**src/rtl/seq_divider.sv**
```systemverilog
// Sequential restoring divider: one quotient bit per enabled clock, signed/unsigned,
// start/busy/done handshake, divide-by-zero flag and registered quotient/remainder.
module seq_divider #(
  parameter int unsigned C_NUM_BITS = 8
) (
  input  logic                  CK,
  input  logic                  RN,
  input  logic                  E,
  input  logic                  START,
  input  logic                  SGN,
  input  logic [C_NUM_BITS-1:0] A,
  input  logic [C_NUM_BITS-1:0] B,
  output logic                  BUSY,
  output logic                  DONE,
  output logic                  DZ,
  output logic [C_NUM_BITS-1:0] Q,
  output logic [C_NUM_BITS-1:0] R
);

  localparam int unsigned N    = C_NUM_BITS;
  localparam int unsigned CntW = $clog2(N);

  typedef enum logic [1:0] {StIdle, StCalc, StFix} state_e;

  state_e          state_q, state_d;
  logic [CntW-1:0] cnt_q, cnt_d;
  logic [N-1:0]    rem_q, rem_d;
  logic [N-1:0]    dvd_q, dvd_d;
  logic [N-1:0]    dsr_q, dsr_d;
  logic            q_neg_q, q_neg_d;
  logic            r_neg_q, r_neg_d;
  logic            dz_path_q, dz_path_d;
  logic [N-1:0]    q_q, q_d;
  logic [N-1:0]    r_q, r_d;
  logic            done_q, done_d;
  logic            dz_q, dz_d;

  logic [N:0]      shifted;
  logic [N:0]      sub;

  // Partial remainder stays below the divisor, so the N+1-bit difference never overflows
  // and its top bit is the restore decision.
  assign shifted = {rem_q, dvd_q[N-1]};
  assign sub     = shifted - {1'b0, dsr_q};

  always_comb begin
    state_d   = state_q;
    cnt_d     = cnt_q;
    rem_d     = rem_q;
    dvd_d     = dvd_q;
    dsr_d     = dsr_q;
    q_neg_d   = q_neg_q;
    r_neg_d   = r_neg_q;
    dz_path_d = dz_path_q;
    q_d       = q_q;
    r_d       = r_q;
    dz_d      = dz_q;
    done_d    = 1'b0;
    unique case (state_q)
      StIdle: begin
        if (START) begin
          dvd_d     = (SGN && A[N-1]) ? -A : A;
          dsr_d     = (SGN && B[N-1]) ? -B : B;
          q_neg_d   = SGN && (A[N-1] ^ B[N-1]);
          r_neg_d   = SGN && A[N-1];
          rem_d     = '0;
          dz_path_d = (B == '0);
          cnt_d     = CntW'(N - 1);
          state_d   = (B == '0) ? StFix : StCalc;
        end
      end
      StCalc: begin
        if (!sub[N]) begin
          rem_d = sub[N-1:0];
          dvd_d = {dvd_q[N-2:0], 1'b1};
        end else begin
          rem_d = shifted[N-1:0];
          dvd_d = {dvd_q[N-2:0], 1'b0};
        end
        if (cnt_q == '0) begin
          state_d = StFix;
        end else begin
          cnt_d = cnt_q - 1'b1;
        end
      end
      StFix: begin
        // On divide by zero the untouched |A| is still in the dividend register.
        if (dz_path_q) begin
          q_d  = '1;
          r_d  = r_neg_q ? -dvd_q : dvd_q;
          dz_d = 1'b1;
        end else begin
          q_d  = q_neg_q ? -dvd_q : dvd_q;
          r_d  = r_neg_q ? -rem_q : rem_q;
          dz_d = 1'b0;
        end
        done_d  = 1'b1;
        state_d = StIdle;
      end
      default: state_d = StIdle;
    endcase
  end

  always_ff @(posedge CK or negedge RN) begin
    if (!RN) begin
      state_q   <= StIdle;
      cnt_q     <= '0;
      rem_q     <= '0;
      dvd_q     <= '0;
      dsr_q     <= '0;
      q_neg_q   <= 1'b0;
      r_neg_q   <= 1'b0;
      dz_path_q <= 1'b0;
      q_q       <= '0;
      r_q       <= '0;
      done_q    <= 1'b0;
      dz_q      <= 1'b0;
    end else if (E) begin
      state_q   <= state_d;
      cnt_q     <= cnt_d;
      rem_q     <= rem_d;
      dvd_q     <= dvd_d;
      dsr_q     <= dsr_d;
      q_neg_q   <= q_neg_d;
      r_neg_q   <= r_neg_d;
      dz_path_q <= dz_path_d;
      q_q       <= q_d;
      r_q       <= r_d;
      done_q    <= done_d;
      dz_q      <= dz_d;
    end
  end

  assign BUSY = (state_q != StIdle);
  assign DONE = done_q;
  assign DZ   = dz_q;
  assign Q    = q_q;
  assign R    = r_q;

endmodule
```
**config.mk**
```make
export PLATFORM = sky130hd
export DESIGN_NAME = seq_divider
export DESIGN_NICKNAME = d
export VERILOG_FILES = /design/src/rtl/seq_divider.sv
export SDC_FILE = /design/constraint.sdc
export NUM_CORES = 1
export LEC_CHECK = 0
export CAP_MARGIN = 20
export CORE_ASPECT_RATIO = 1.4
export CORE_MARGIN = 2
export CORE_UTILIZATION = 56
export CTS_CLUSTER_SIZE = 30
export DETAILED_ROUTE_END_ITERATION = 8
export PLACE_DENSITY = 0.85
export SLEW_MARGIN = 20
export SYNTH_ARGS = -nofsm -noshare
export SYNTH_HDL_FRONTEND = slang
export SYNTH_SLANG_ARGS = --single-unit
export TNS_END_PERCENT = 30
```
**constraint.sdc**
```tcl
create_clock -name CK -period 3.5 [get_ports CK]
set_input_delay 0.525 -clock CK [delete_from_list [all_inputs] [get_ports CK]]
set_output_delay 0.525 -clock CK [all_outputs]
set_load 0.01 [all_outputs]
```
# --- Word-level counts from Yosys, hierarchy flattened ---
# Index checks and enable logic that the tools add are counted.
word_totals:
  reg_bits: 50
  in_bits: 21
  out_inout_bits: 19
  elab_cells: 59
classes:
  n_addsub: 6
  n_eq_ne: 5
  mux: 22
  n_bitwise: 1
  reduce_logical: 13
ops:
  columns: ["operator", "n"]
  rows:
  - ["8-bit 2-to-1 mux", 10]
  - ["8-bit negator", 4]
  - ["8-bit one-hot mux with 2 select lines", 2]
  - ["3-bit AND reduction", 3]
  - ["9-bit by 8-bit subtractor with 9-bit output", 1]
  - ["8-bit logical NOT", 1]
  - ["2-bit 2-to-1 mux", 3]
  - ["3-bit 2-to-1 mux", 2]
  - ["2-bit != test, second input constant", 3]
  - ["3-bit one-hot mux with 2 select lines", 1]
  - ["2-bit one-hot mux with 2 select lines", 1]
  - ["4-bit AND reduction", 1]
  - ["2-bit nonzero test", 2]
  - ["1-bit logical AND", 3]
  - ["3-bit logical NOT", 1]
  - ["1-bit 2-to-1 mux", 3]
  - ["3-bit by 1-bit subtractor with 3-bit output, second input constant", 1]
  - ["2-bit by 1-bit equality test with 1-bit output, second input constant", 1]
  - ["2-bit equality test, second input constant", 1]
  - ["2-bit logical NOT", 1]
  - ["2-bit AND reduction", 1]
  - ["1-bit bitwise XOR", 1]

# --- Logic depth before layout (Yosys ltp) ---
logic_depth:
  ltp_word: 4
  mapped_depth: 11
  ltp_nobuf: 10

# --- Worst setup path before layout ---
# Ideal clock, no wire load.
synth_timing:
  path_kind: "reg2reg"
  from: "register dvd_q[7]"
  to: "register rem_q[0]"
  setup_time_ns: 0.121
  arrival_ns: 2.334
  required_time_ns: 3.379
  slack_ns: 1.045
  stages_incl_launch_ff: 12
  n_path_buf: 1
  synth_period_minus_slack_ns: 2.455
  cell_sequence: "dfrtp_1 -> inv_1 -> ha_1 -> inv_1 -> fa_1 -> a211oi_2 -> nor3_1 -> or4_1 -> nand4_1 -> buf_6 -> mux2i_1 -> a22o_1"
synth_via:
  elab_chain_len: 3
synth_rtl:
  columns: ["element", "line", "rtl"]
  rows:
  - ["start, declared", "28", "logic [N-1:0] dvd_q, dvd_d;"]
  - ["start signal, assigned", "122", "dvd_q <= dvd_d;"]
  - ["9-bit by 8-bit subtractor with 9-bit output", "44", "assign sub = shifted - {1'b0, dsr_q};"]
  - ["8-bit 2-to-1 mux *", "73", "if (!sub[N]) begin"]
  - ["8-bit one-hot mux with 2 select lines *", "59", "unique case (state_q)"]
  - ["end signal, assigned", "121", "rem_q <= rem_d;"]
  - ["end, declared", "27", "logic [N-1:0] rem_q, rem_d;"]
# Mark *: on every way between the ends. The rest lies on a longest branch, timed or not.
# A chain may end at the register's enable or synchronous reset.

# --- Worst setup path in the final report ---
# Ends and elaborated chain as after synthesis.

==> results.py <==
metrics = {
    "sta": {
        "setup_tns_ns": 0,
        "hold_viol_final": 0,
        "worst_pin_slew_ns": 0.902,
        "rsz0062_at_grt": "no",
        "min_period_over_period": 0.812,
        "setup_viol": 0,
        "drv_slew": 0,
        "fin_skew_ns": 0.00958,
        "period_needed_ns": 2.84,
        "fmax_ghz": 0.352,
        "slew_headroom": 0.397,
    },
    "final_layout": {
        "syn2layout_area_growth_pct": 15.8,
        "multi_input_area_um2": 1750,
        "fin_util": 0.668,
        "seq_area_um2": 1250,
        "nets": 439,
        "diodes": 0,
        "layout-drive-gt1-share": 0.0322,
        "fillers": 462,
        "layout.cells.non_filler": 472,
    },
    "drt": {
        "vias": 2703,
        "wl_mm": 6.37,
        "drt_iter0_markers": 112,
        "dr.pass1.iters": 4,
        "drtAntennaViolNets": 0,
        "viasPerCell": 5.73,
        "drc": 0,
        "wl_per_cell_um": 13.5,
    },
    "die": {
        "dieArea_um2": 6270,
        "start_util": 0.577,
        "coreArea_um2": 5490,
        "die_h_um": 92.9,
        "num_rows": 32,
        "fp.dieW_um": 67.5,
        "ios": 40,
    },
    "global_route": {
        "grt_max_degree": 51,
        "grt_pass1_vias": 2537,
        "grt-ovfl-total": 0,
        "grt_pass1_wl_mm": 11.2,
        "antenna_found_initial": 0,
        "track_usage": 0.234,
    },
    "logic_synthesis": {
        "yosysTopAreaCell": "dfrtp_1",
        "ys_warn_count": 0,
        "synth_nets": 409,
        "synth_most_common_cell": "nand2_1",
        "ys_async_sr_fraction": 1.00,
        "netlist_top_cells_count": "nand2_1 (63), dfrtp_1 (50), o21ai_1 (34)",
        "synth_cell_type_count": 43,
        "ys_top_cells_by_area": "dfrtp_1 (40%), nand2_1 (7.5%), xnor2_1 (7.5%)",
        "ys_seq_area_frac": 0.396,
        "avgSynthCellArea_um2": 8.48,
        "synth_top_area_share": 0.396,
        "synth_ff_type": "dfrtp_1",
        "synth_edf_count": 0,
        "netlist_area_um2": 3160,
        "postSynthCellCount": 373,
        "ys_ff_latch": 50,
    },
    "power_and_ir_drop": {
        "powerDensity_nw_per_um2": 861,
        "leakage_nw": 1.58,
        "peakVddDrop_mv": 0.457,
        "finalPower_w": 0.00316,
    },
    "worst_hold_path": {
        "worstHoldPathType": "in2async",
    },
    "placement": {
        "placed_cells": 464,
        "hpwl_mm": 4.93,
        "gp_congestion": 0.900,
        "port_buffers": 39,
    },
    "clocking": {
        "cts_buffers": 5,
        "clk_latency_ns": 0.31,
        "cts_hold_buffers": 0,
        "cts_root_buffer": "clkbuf_8",
        "htree_levels": 2,
        "cts_resized": 0,
        "post_cts_buffers": 0,
        "path_clk_slew_ns": 0.09,
        "cts_sinks": 50,
        "cts_tree": "done",
        "clk_path_buf_depth": 2,
    },
    "setup_path": {
        "worstSetupPathType": "reg2reg",
        "arrival_ns": 3.04,
        "cp_data_required_time_ns": 3.70,
        "path_max_fanout": 10,
        "setup.worst_path.start_class": "register",
        "end_kind": "register",
    },
    "outcome": {
        "outcome": "finished, final reports clean",
    },
    "flow_run": {
        "drv_cap": 0,
    },
}
-- path summary, 6_finish.rpt --
path	cells after the start	start	end	slack, ns
min	1	RN	dvd_q[3]	0.23
min reg2reg	1	cnt_q[0]	cnt_q[0]	0.47
min in group CK	1	cnt_q[0]	cnt_q[0]	0.47
max in group asynchronous	1	RN	R[2]	2.85
max	10	dvd_q[7]	rem_q[0]	0.66
max reg2reg	10	dvd_q[7]	rem_q[0]	0.66
-- flip-flops by register name, summed over array words and instances, names as in the netlist --
| register | flops |
|---|---|
| Q | 8 |
| R | 8 |
| dsr_q | 8 |
| dvd_q | 8 |
| rem_q | 8 |
| cnt_q | 3 |
| state_q | 2 |
| DONE | 1 |
| DZ | 1 |
| dz_path_q | 1 |
| q_neg_q | 1 |
| r_neg_q | 1 |
-- layout by cell type, fill, tap and decap left out, types with 7 or more instances in the layout --
cell type / netlist / layout
xnor2_1: 27 / 27
mux2i_1: 13 / 13
o21ai_0: 14 / 14
nor2_1: 26 / 26
nor3_1: 7 / 7
inv_1: 24 / 24
a21oi_1: 11 / 11
o21ai_1: 34 / 34
ha_1: 14 / 14
nand2_1: 63 / 63
o22ai_1: 8 / 8
dfrtp_1: 50 / 50
nand3_1: 9 / 9
xor2_1: 7 / 7
clkdlybuf4s50_1: 0 / 38
-- report_power, final --
part / total (W) / internal (W) / switching (W) / leakage, nW
registers: 0.00105 / 0.000787 / 0.000260 / 0.648
clock network: 0.000345 / 0.000160 / 0.000185 / 0.0482
logic: 0.00176 / 0.000861 / 0.000903 / 0.888
-- cells by family after synthesis --
family,Yosys count,synth area share
flip-flops,50,0.396
multiplexers,16,0.0554
buffers and inverters,41,0.0510
adder cells (fa/ha/maj),15,0.0617
XOR/XNOR,34,0.0941
AND/OR/NAND/NOR,128,0.178
AO/OA/AOI/OAI,89,0.164
-- metal layers --
metal,vias to the layer above,global-route usage,share of wire
met1,1282,0.268,0.41
met5,-,0,0
met3,13,0.0340,0.032
met4,0,0.0833,0.020
li1,1347,-,-
met2,61,0.424,0.54
-- cell type report --
class / instances / share of cell area
clock inverter: 1 / 0.00137
tap: 68 / 0.0232
clock buffer: 7 / 0.0236
sequential: 50 / 0.342
timing repair buffer: 40 / 0.108
inverter: 24 / 0.0246
multi-input combinational: 282 / 0.478
-- through the flow --
| step | cell area [µm²] | hold WS (ns) | setup WS (ns) |
|---|---|---|---|
| final | 3660 | 0.232 | 0.659 |
| after global routing | 3660 | 0.275 | 0.448 |
| after CTS | 3660 | 0.457 | 0.648 |
| after detailed placement | 3570 | 0.462 | 0.649 |
| after global placement | 3570 | 0.456 | 0.718 |
| after floorplan | 3160 | 0.229 | 1.04 |
-- worst max-delay path, stage by stage (launching register included) --
cell      delay, ns
dfrtp_1        0.43
inv_1          0.10
ha_1           0.16
inv_1          0.05
fa_1           0.43
a211oi_2       0.23
nor3_1         0.09
or4_1          0.47
nand4_1        0.42
mux2i_1        0.15
a22o_1         0.22
Note: power is estimated with default switching activity, not from simulation.
